===== src/rtl/display_scan_driver_pkg.sv =====
// display_scan_driver_pkg
// Shared constants and types for the multiplexed 4-digit 7-segment scan driver:
//   - digit index constants (tens, ones, tenths, hundredths)
//   - special digit codes (dash, 'E')
//   - active-low segment patterns, ordered {g,f,e,d,c,b,a}
//   - scan FSM state type
package display_scan_driver_pkg;

  localparam logic [1:0] IDX_TENS       = 2'd0;
  localparam logic [1:0] IDX_ONES       = 2'd1;
  localparam logic [1:0] IDX_TENTHS     = 2'd2;
  localparam logic [1:0] IDX_HUNDREDTHS = 2'd3;

  localparam logic [4:0] CODE_DASH = 5'd10;
  localparam logic [4:0] CODE_E    = 5'd14;

  localparam logic [6:0] SEG_0     = 7'b1000000;
  localparam logic [6:0] SEG_1     = 7'b1111001;
  localparam logic [6:0] SEG_2     = 7'b0100100;
  localparam logic [6:0] SEG_3     = 7'b0110000;
  localparam logic [6:0] SEG_4     = 7'b0011001;
  localparam logic [6:0] SEG_5     = 7'b0010010;
  localparam logic [6:0] SEG_6     = 7'b0000010;
  localparam logic [6:0] SEG_7     = 7'b1111000;
  localparam logic [6:0] SEG_8     = 7'b0000000;
  localparam logic [6:0] SEG_9     = 7'b0010000;
  localparam logic [6:0] SEG_DASH  = 7'b0111111;
  localparam logic [6:0] SEG_E     = 7'b0000110;
  localparam logic [6:0] SEG_BLANK = 7'b1111111;

  localparam logic [3:0] ANODE_OFF = 4'b1111;

  typedef enum logic {
    ST_BLANK = 1'b0,
    ST_SHOW  = 1'b1
  } scan_state_t;

endpackage


===== src/rtl/display_scan_driver_seg7_decode.sv =====
// seg7_decode
// Combinational digit-code to 7-segment decoder.
//   code : 5-bit digit code (0-9 digits, 10 dash, 14 'E', others blank)
//   seg  : 7-bit active-low segments {g,f,e,d,c,b,a}
module seg7_decode
  import display_scan_driver_pkg::*;
(
  input  logic [4:0] code,
  output logic [6:0] seg
);

  always_comb begin
    seg = SEG_BLANK;
    case (code)
      5'd0:      seg = SEG_0;
      5'd1:      seg = SEG_1;
      5'd2:      seg = SEG_2;
      5'd3:      seg = SEG_3;
      5'd4:      seg = SEG_4;
      5'd5:      seg = SEG_5;
      5'd6:      seg = SEG_6;
      5'd7:      seg = SEG_7;
      5'd8:      seg = SEG_8;
      5'd9:      seg = SEG_9;
      CODE_DASH: seg = SEG_DASH;
      CODE_E:    seg = SEG_E;
      default:   seg = SEG_BLANK;
    endcase
  end

endmodule


===== src/rtl/display_scan_driver.sv =====
// display_scan_driver
// Time-multiplexed scan driver for a 4-digit common-anode 7-segment display.
// Each digit gets BLANK_CYCLES clocks with all anodes off (ghosting guard and
// settling time for the external digit mux), then SHOW_CYCLES clocks lit.
//
// Parameters:
//   SHOW_CYCLES   clocks each digit is lit (>= 1)
//   BLANK_CYCLES  clocks all anodes are off before each digit (>= 1)
// Ports:
//   clk            system clock, rising edge
//   reset          synchronous active-high reset (priority over display_En)
//   display_En     high scans, low forces blank and holds select_State
//   current_Select digit code from the external mux for select_State
//   select_State   registered digit index to the mux (0 tens .. 3 hundredths)
//   seg            registered active-low segments {g,f,e,d,c,b,a}
//   anode          registered active-low digit enables, anode[i] = digit i
//   dp             registered active-low decimal point (lit on index 1)
//   frame_Tick     one-clock pulse when the scan wraps from index 3 to 0
// Configuration macro:
//   LEADING_ZERO_BLANK_EN  when defined, code 0 on the tens digit is blanked
module display_scan_driver
  import display_scan_driver_pkg::*;
#(
  parameter int unsigned SHOW_CYCLES  = 50000,
  parameter int unsigned BLANK_CYCLES = 500
) (
  input  logic       clk,
  input  logic       reset,
  input  logic       display_En,
  input  logic [4:0] current_Select,
  output logic [1:0] select_State,
  output logic [6:0] seg,
  output logic [3:0] anode,
  output logic       dp,
  output logic       frame_Tick
);

  localparam int unsigned MAX_CYCLES = (SHOW_CYCLES > BLANK_CYCLES) ? SHOW_CYCLES : BLANK_CYCLES;
  localparam int unsigned CW         = (MAX_CYCLES > 1) ? $clog2(MAX_CYCLES) : 1;
  localparam logic [CW-1:0] SHOW_LAST  = CW'(SHOW_CYCLES - 1);
  localparam logic [CW-1:0] BLANK_LAST = CW'(BLANK_CYCLES - 1);

  scan_state_t   state;
  logic [CW-1:0] phase;
  logic [6:0]    dec_seg;
  logic [6:0]    show_seg;

  seg7_decode u_decode (
    .code (current_Select),
    .seg  (dec_seg)
  );

`ifdef LEADING_ZERO_BLANK_EN
  always_comb begin
    show_seg = dec_seg;
    if (select_State == IDX_TENS && current_Select == 5'd0)
      show_seg = SEG_BLANK;
  end
`else
  always_comb begin
    show_seg = dec_seg;
  end
`endif

  always_ff @(posedge clk) begin
    if (reset) begin
      state        <= ST_BLANK;
      phase        <= '0;
      select_State <= IDX_TENS;
      anode        <= ANODE_OFF;
      seg          <= SEG_BLANK;
      dp           <= 1'b1;
      frame_Tick   <= 1'b0;
    end else if (!display_En) begin
      // select_State is deliberately left untouched so scanning resumes
      // on the same digit after a full blank interval.
      state      <= ST_BLANK;
      phase      <= '0;
      anode      <= ANODE_OFF;
      seg        <= SEG_BLANK;
      dp         <= 1'b1;
      frame_Tick <= 1'b0;
    end else begin
      frame_Tick <= 1'b0;
      case (state)
        ST_BLANK: begin
          if (phase == BLANK_LAST) begin
            state <= ST_SHOW;
            phase <= '0;
            seg   <= show_seg;
            anode <= ~(4'b0001 << select_State);
            dp    <= (select_State != IDX_ONES);
          end else begin
            phase <= phase + 1'b1;
          end
        end
        ST_SHOW: begin
          if (phase == SHOW_LAST) begin
            state        <= ST_BLANK;
            phase        <= '0;
            select_State <= select_State + 2'd1;
            anode        <= ANODE_OFF;
            seg          <= SEG_BLANK;
            dp           <= 1'b1;
            frame_Tick   <= (select_State == IDX_HUNDREDTHS);
          end else begin
            phase <= phase + 1'b1;
          end
        end
        default: begin
          state <= ST_BLANK;
          phase <= '0;
        end
      endcase
    end
  end

endmodule

===== config.mk =====
export PLATFORM = sky130hd
export DESIGN_NAME = display_scan_driver
export DESIGN_NICKNAME = d
export VERILOG_FILES = /design/src/rtl/display_scan_driver_pkg.sv /design/src/rtl/display_scan_driver_seg7_decode.sv /design/src/rtl/display_scan_driver.sv
export SDC_FILE = /design/constraint.sdc
export NUM_CORES = 1
export LEC_CHECK = 0
export ABC_AREA = 1
export BUFFER_PORTS_ARGS = -buffer_cell sky130_fd_sc_hd__buf_4
export CORE_ASPECT_RATIO = 0.7
export CORE_UTILIZATION = 45
export DETAILED_ROUTE_END_ITERATION = 8
export GPL_TIMING_DRIVEN = 1
export PLACE_DENSITY = 0.7
export SLEW_MARGIN = 40
export SYNTH_ARGS = -nofsm -noshare
export SYNTH_HDL_FRONTEND = slang
export SYNTH_SLANG_ARGS = --single-unit

===== constraint.sdc =====
create_clock -name clk -period 3.7 [get_ports clk]
set_input_delay 0.37 -clock clk [delete_from_list [all_inputs] [get_ports clk]]
set_output_delay 0.37 -clock clk [all_outputs]
set_load 0.005 [all_outputs]

# Word-level counts from Yosys, hierarchy flattened
# Memory sizes are Yosys's and may differ from the RTL's.
# Index checks and enable logic that the tools add are counted.
# classes
addsub	2
eq_ne	6
shifts	1
muxes	16
bitwise_logic	4
reduce_logical	4
# ops
op	count
$mux W16	2
$pmux W16 S2	1
$mux W7	3
$add A16 B1 Y16 const B	1
$eq A16 B16 Y1 const B	1
$eq A16 B9 Y1 const B	1
$pmux W7 S2	1
$mux W4	2
$pmux W4 S2	1
$mux W1	4
$ne A2 B1 Y1 const B	2
$not A4 Y4	1
$pmux W1 S2	2
$reduce_or A4 Y1	1
$shl A1 B2 Y4 const A	1
$not A1 Y1	3
$reduce_and A3 Y1	1
$add A2 B1 Y2 const B	1
$eq A2 B2 Y1 const B	1
$ne A2 B2 Y1 const B	1
$reduce_and A2 Y1	1
$reduce_or A2 Y1	1
# word_totals
regBits	32
mem_bits_ro	112
inputBits	8
out_inout_bits	15
word_cells	41
memories	1
# mem_list
name	words	width	rd	rd_ports_with_merged_regs	write_ports	line_no	rtl
(name not given)	16	7	1	0	0	display_scan_driver_seg7_decode.sv:14	case (code)

# Depth between registers and ports, before layout
# Gate-level depths: netlist of run 1.
# depth
word_depth	4
ltp_mapped	9
depth_no_buf	9

# Modules after synthesis
# Synthesis of run 1 repeated with hierarchy kept, for this count alone.
# unflattened
cells_unflattened	273
area_unflattened_um2	1855.5
# by_module_without_submodules
module	n_inst	cells_each	area_each_um2	seq_area_each_um2
display_scan_driver	1	226	1594.0	620.6
seg7_decode	1	47	261.5	0.0

# Worst setup path before layout of run 1
# No wires, ideal clock.
# synth_timing
kind	register -> register
startpoint	reg phase[0]
endpoint	reg anode[3]
setup_ns	0.130
arrival_ns	1.236
required_ns	3.570
path_slack_ns	2.334
stages_incl_launch_ff	8
n_path_buf	1
period_less_slack_ns	1.366
cell_sequence	dfxtp_1 > ha_1 > nand3_2 > nor2_2 > nand3_4 > buf_6 > nand3_1 > nand3_1
# synth_via
elab_chain_cells	3
elab_cells_between_ends	5
classes_between	eq/ne: 4; reduce/logical: 1
# synth_lines
item	line_no	rtl
start, declared	display_scan_driver.sv:44	logic [CW-1:0] phase;
start signal, assigned	display_scan_driver.sv:94	phase <= phase + 1'b1;
start signal, assigned	display_scan_driver.sv:107	phase <= phase + 1'b1;
$eq A16 B9 Y1 / $eq A16 B16 Y1 (equally long branches)	display_scan_driver.sv:87, display_scan_driver.sv:98	
$ne A2 B2 Y1 (no source line) / $ne A2 B1 Y1 (equally long branches)	--	
$reduce_and A2 Y1 (no source line) (*)	--	
end signal, assigned	display_scan_driver.sv:91	anode <= ~(4'b0001 << select_State);
end, declared	display_scan_driver.sv:33	output logic [3:0] anode,
# Mark *: on every way between the ends. The rest lies on a longest branch, timed or not.
# A chain may end at the register's enable or synchronous reset.

# Worst setup path after layout of run 1
# layout_timing
startpoint	reg phase[0]
endpoint	reg phase[15]
# layout_via
elab_chain_cells	3
elab_cells_between_ends	6
classes_between	add/sub: 1; eq/ne: 2; mux: 3
# layout_lines
item	line_no	rtl
$add A16 B1 Y16, or another cell as far along	display_scan_driver.sv:94, display_scan_driver.sv:107	
$mux W16, on equally long branches	display_scan_driver.sv:98, display_scan_driver.sv:87	
$pmux W16 S2 (*)	display_scan_driver.sv:85	case (state)
# Marks and branches as above.

==> reports/qor.csv, run 1 <==
stage,metric,value,unit
floorplan,row_count,18,
floorplan,design.core.area,3630,µm²
drt,drt_iter0_markers,80,
logic_synthesis,postSynthCellCount,254,
drt,routedWlPerCell,10.7,µm
floorplan,fp.dieW,76.5,µm
clock_network,tritoncts,done,
power,sw_frac_of_total,21.9,%
clock_network,cts_buffer_depth,2,
clock_network,cts_buffers,5,
setup_path,endpoint_kind,flop,
clock_network,cts_resized,0,
global_routing,grt_first_pass_wirelength,5780,µm
logic_synthesis,synth_edf_count,0,
global_routing,antenna_found_initial,0,
logic_synthesis,synth-seq-cells,31,
global_routing,grt_overflow,0,
floorplan,die_y,54.2,µm
placed_design,port_buffers,22,
timing,hold_viol_final,0,
drt,drc_errors,0,
setup_path,crit_required,3.86,ns
timing,finalSetupTns,0,ns
worst_hold_path,worstHoldPathType,input pin to flop,
placed_design,gp_congestion,0.865,
status,status,finished clean,
drt,routed_wirelength,3550,µm
clock_network,cts_root_buf,clkbuf_8,
logic_synthesis,synth_top_area_cell,dfxtp_1,
timing,fmax,625,MHz
logic_synthesis,syn_nets,272,
floorplan,io_pins,23,
global_routing,grt_pass1_vias,1287,
power,comb_power_share,5.6,%
logic_synthesis,yosysMostFrequentCell,nand2_1,
logic_synthesis,yosysWarnings,0,
setup_path,crit_type,flop to flop,
drt,route.vias.total,1588,
logic_synthesis,netlist_top_cells_count,"64 x nand2_1, 39 x nor2_1, 33 x nand3_1",
clock_network,cts.sinks,31,
cells_and_area,final_util,56.0,%
cells_and_area,syn2layout_area_growth,16.2,%
setup_path,start_kind,flop,
power,seq_power_share,54.6,%
floorplan,initial_core_util,48.2,%
timing,max-slew-margin-rel,81.2,%
setup_path,arrival,1.76,ns
power,ir_worst_vdd,0.158,mV
clock_network,htree_levels,2,
timing,rsz0062_at_grt,no,
power,internal_power,480,µW
logic_synthesis,netlist_area,1750,µm²
setup_path,cp_max_fo,15,
clock_network,clk_latency,0.27,ns
logic_synthesis,ys_types,25,
power,cellLeakagePower,0.000879,µW
cells_and_area,final.fill_count,379,
setup_path,ff2ff_setup_slack,2.10,ns
flow_run,cap_violations,0,
power,power_frac_clock,39.8,%
timing,worstMarginPinSlew,0.282,ns
timing,finalClockSkew,0.00297,ns
timing,final_max_slew_viol_count,0,
clock_network,postCtsHoldBufs,0,
cells_and_area,final_cells,331,
clock_network,postCtsSetupBuffers,0,
cells_and_area,drive_above_1_share,16.4,%
logic_synthesis,synth_area_per_cell,6.89,µm²
drt,vias_per_cell,4.80,
timing,period_minus_slack,1.60,ns
cells_and_area,diodes,0,
global_routing,grt_max_degree,16,
logic_synthesis,ys_async_sr_fraction,0,%
logic_synthesis,ys_top_cells_by_area,"dfxtp_1 35%, nand2_1 14%, nand3_1 9.4%",
timing,setup_viol,0,
logic_synthesis,ys_seq_area_share,35.5,%
timing,finalCritPeriodShare,43.2,%
logic_synthesis,synthFlopType,dfxtp_1,
power,p_switching,134,µW
placed_design,dp.cells,323,
drt,ant_nets,0,
global_routing,track_usage,18.5,%
placed_design,hpwl,2720,µm
drt,first_pass_iters,4,
floorplan,dieArea,4140,µm²
logic_synthesis,synth.top_cell.area_share,35.5,%
power,power_density,302,nW/µm²
clock_network,cts.reportedPaths.clkPinSlew,0.06,ns
cells_and_area,layout.nets,298,
[per-layer routing]
metal	share of wire, %	track usage [%]
met5	0	0
met2	40	25.7
met4	0.34	7.69
met3	3.8	5.25
met1	56	26.4
[power by group through the flow]
stage / sequential (µW) / combinational (µW) / clock [µW]
after detailed placement: 343 / 34.3 / 0
after global placement: 343 / 34.0 / 0
after CTS: 336 / 34.4 / 253
after global routing: 335 / 39.3 / 273
final: 336 / 34.3 / 244
after floorplan: 343 / 21.5 / 0
[cell type report]
class	count	area (µm²)	share of cell area [%]
Sequential cell	31	621	30.5
Timing Repair Buffer	23	173	8.50
Multi-Input combinational cell	190	986	48.5
Clock inverter	1	5.00	0.246
Tap cell	50	62.6	3.08
Inverter	29	109	5.36
Clock buffer	7	76.3	3.76
[metrics by stage]
stage	power, µW	instance area (µm²)	setup WS, ns	hold WS [ns]
final	614	2030	2.10	0.266
after global routing	648	2030	1.97	0.255
after CTS	623	2030	2.09	0.257
after floorplan	364	1750	2.33	0.417
after detailed placement	377	1950	2.10	0.440
after global placement	377	1950	2.17	0.430
[logic make-up after synthesis]
logic type                 Yosys count  share of synthesized area [%]
AOI/OAI and AO/OA                   15                           4.72
buffers and inverters               33                           8.15
xor gates and xnor gates             7                           3.51
DFF                                 31                           35.5
adders and majority gates           10                           7.15
and+or+nand+nor                    158                           41.0
[cells in the final DEF (no fill, tap or decap), drive strengths merged]
cell type  netlist  routed
or2              2       2
xnor2            3       3
a21oi            4       4
clkinv           0       1
inv             29      29
o211ai           1       1
buf              3      23
ha              10      10
dfxtp           31      31
nand3           37      37
o21ai            8       8
nand2           67      67
nand4            3       3
nand3b           1       1
nor3             3       3
xor2             4       4
o21bai           2       2
nor2            45      45
clkbuf           1       7
[state kept, by name, indices dropped and copies added, names as in the netlist]
name	flops
phase	16
seg	7
anode	3
select_State	2
dp	1
frame_Tick	1
state	1
[path summary, 6_finish.rpt]
| check | start | depth (start not counted) | end |
|---|---|---|---|
| hold / removal | reset | 2 | select_State[0] |
| setup reg to reg | phase[0] | 6 | phase[15] |
| setup / recovery | phase[0] | 6 | phase[15] |
| hold reg to reg | phase[0] | 1 | phase[0] |
[critical path, stage by stage (launching register included)]
cell and delay [ns]:
dfxtp_1 0.35, ha_1 0.26, nand3_2 0.13, nor2_2 0.19
nand3_4 0.20, nand3_2 0.27, nor2_1 0.08
Note: power is estimated with default switching activity, not from simulation.
==> inputs of run 2 (changes only) <==
Clock period 3.7 ns to 1.6 ns, I/O delays scaled along.
==> run 2 against run 1 <==
Worst hold slack got worse by 0.23 ns. Sequential share of layout area fell by 1.2 points. Die area did not move. Cell area rose by 4.1%. Critical path type unchanged.
==> reports/qor.csv, run 2 (same netlist as run 1, synthesis figures left out) <==
stage,metric,value,unit,change
floorplan,initial_core_util,48.2,%,unchanged
global_routing,grt-busiest-layer,met2,,
cells_and_area,drive_above_1_share,19.0,%,+2.6 points
floorplan,io_pins,23,,unchanged
timing,final_max_slew_viol_count,0,,unchanged
cells_and_area,layout_commonest_cell,nand2_1,,
timing,setup_ws,0.0938,ns,-2.01 ns
floorplan,fp.dieW,76.5,µm,unchanged
global_routing,antenna_found_initial,0,,unchanged
cells_and_area,final_util,58.4,%,+2.3 points
clock_network,cts_buffers,5,,unchanged
drt,vias_per_cell,4.84,,+0.85%
clock_network,cts.reportedPaths.clkPinSlew,0.07,ns,about the same
drt,routed_wirelength,3740,µm,+5.4%
drt,ant_nets,0,,unchanged
timing,finalCritPeriodShare,94.1,%,+51 points
global_routing,track_usage,19.1,%,+0.58 points
drt,first_pass_iters,4,,unchanged
global_routing,global_route.usage.met1,26.3,%,-0.15 points
power,power_density,784,nW/µm²,+160%
cells_and_area,syn2layout_area_growth,21.0,%,
drt,route.vias.total,1616,,+1.8%
floorplan,dieArea,4140,µm²,unchanged
timing,max-slew-margin-rel,73.6,%,-7.5 points
status,status,finished clean,,
drt,drc_errors,0,,unchanged
setup_path,critPathMaxStageDelay,0.36,ns,about the same
timing,worstMarginPinSlew,0.394,ns,+0.112 ns
clock_network,clk_latency,0.29,ns,+0.02 ns
cells_and_area,diodes,0,,unchanged
global_routing,grtUsageMet3,4.58,%,-0.68 points
placed_design,gp_congestion,0.863,,-0.23%
global_routing,gr-usage-met2,29.3,%,+3.6 points
cells_and_area,fin_area,2120,µm²,+4.1%
placed_design,port_buffers,22,,unchanged
setup_path,endpoint_kind,flop,,
drt,drt_iter0_markers,123,,+54%
clock_network,cts.sinks,31,,unchanged
setup_path,crit_type,flop to flop,,
setup_path,crit_required,1.83,ns,-2.03 ns
global_routing,grt_first_pass_wirelength,6020,µm,+4.2%
clock_network,cts_buffer_depth,2,,unchanged
floorplan,design.core.area,3630,µm²,unchanged
flow_run,cap_violations,0,,unchanged
setup_path,path_cells,"ha_2, nand3_2, nor2_4, nand3_4, nand2_2, nand2_1, nand3_1",,
drt,routedWlPerCell,11.2,µm,+4.4%
setup_path,arrival,1.74,ns,-0.02 ns
cells_and_area,top_register,phase,,
cells_and_area,reg_top3,"phase (16), seg (7), anode (3)",,
cells_and_area,layout_common_cells,"63 x nand2_1, 38 x nor2_1, 33 x nand3_1",,
power,ir_worst_vdd,0.363,mV,+130%
global_routing,grt_pass1_vias,1326,,+3.0%
setup_path,start_kind,flop,,
placed_design,dp_slack,0.0103,ns,-2.09 ns
timing,setup_viol,0,,unchanged
clock_network,htree_levels,2,,unchanged
setup_path,slowest_stage,dfxtp_1,,
floorplan,die_y,54.2,µm,unchanged
worst_hold_path,worstHoldPathType,input pin to flop,,
floorplan,row_count,18,,unchanged
global_routing,grt_overflow,0,,unchanged
setup_path,cp_max_fo,15,,unchanged
placed_design,placed_cell_area,1970,µm²,+0.77%
clock_network,tritoncts,done,,
timing,finalClockSkew,0.00707,ns,+0.00411 ns
timing,period_minus_slack,1.51,ns,-0.0938 ns
timing,fmax,664,MHz,+6.2%
timing,hold_viol_final,0,,unchanged
clock_network,cts_root_buf,clkbuf_8,,
global_routing,grt_max_degree,16,,unchanged
cells_and_area,largest_reg_flops,16,,unchanged
cells_and_area,layout.nets,301,,+1.0%
power,cellLeakagePower,0.000911,µW,+3.6%
placed_design,hpwl,2800,µm,+3.0%
timing,rsz0062_at_grt,yes,,
run 2: power breakdown:
group | internal (µW) | switching [µW] | total (µW)
registers | 774 | 1.92 | 776
clock network | 503 | 295 | 798
logic | 33.9 | 50.0 | 83.9
total | 1310 | 347 | 1660
run 2: per-stage QoR:
step	std cells	hold WS, ns	TNS [ns]	total power (µW)
after global placement	325	0.339	0	873
after detailed placement	325	0.342	0	874
after global routing	334	0.0317	-0.0155	1720
after CTS	333	0.0306	0	1680
after floorplan	254	0.229	0	843
final	334	0.0382	0	1660
run 2: repair_timing:
action | 4_1_cts | 5_1_grt
buffers inserted | 0 | 1
hold buffers | 0 | 0
endpoints found under the setup margin | 2 | 25
resized for setup | 1 | 5
run 2: worst paths after layout:
kind / start / to / slack, ns / cells after the start
worst max-delay path: phase[0] / seg[6] / 0.09 / 7
worst min-delay path: reset / select_State[1] / 0.04 / 2
worst max register to register: phase[0] / seg[6] / 0.09 / 7
worst min register to register: phase[0] / phase[0] / 0.46 / 1
run 2: final cells by class:
type,instances,area (µm²)
Sequential cell,31,621
Multi-Input combinational cell,190,1010
Timing Repair Buffer,26,195
Fill cell,342,1510
Clock inverter,2,35.0
Tap cell,50,62.6
Clock buffer,6,82.6
Inverter,29,109
run 2: metal layers:
layer | part of all wire [%] | wire (µm)
met5 | 0 | 0
met4 | 0 | 0
met3 | 3.3 | 123
met2 | 42 | 1580
met1 | 54 | 2040
run 2: critical path, delay by kind of cell (launching register included):
family	cells	cell delay (ns)
flops	1	0.36
simple gates	6	0.87
fa+ha+maj	1	0.24
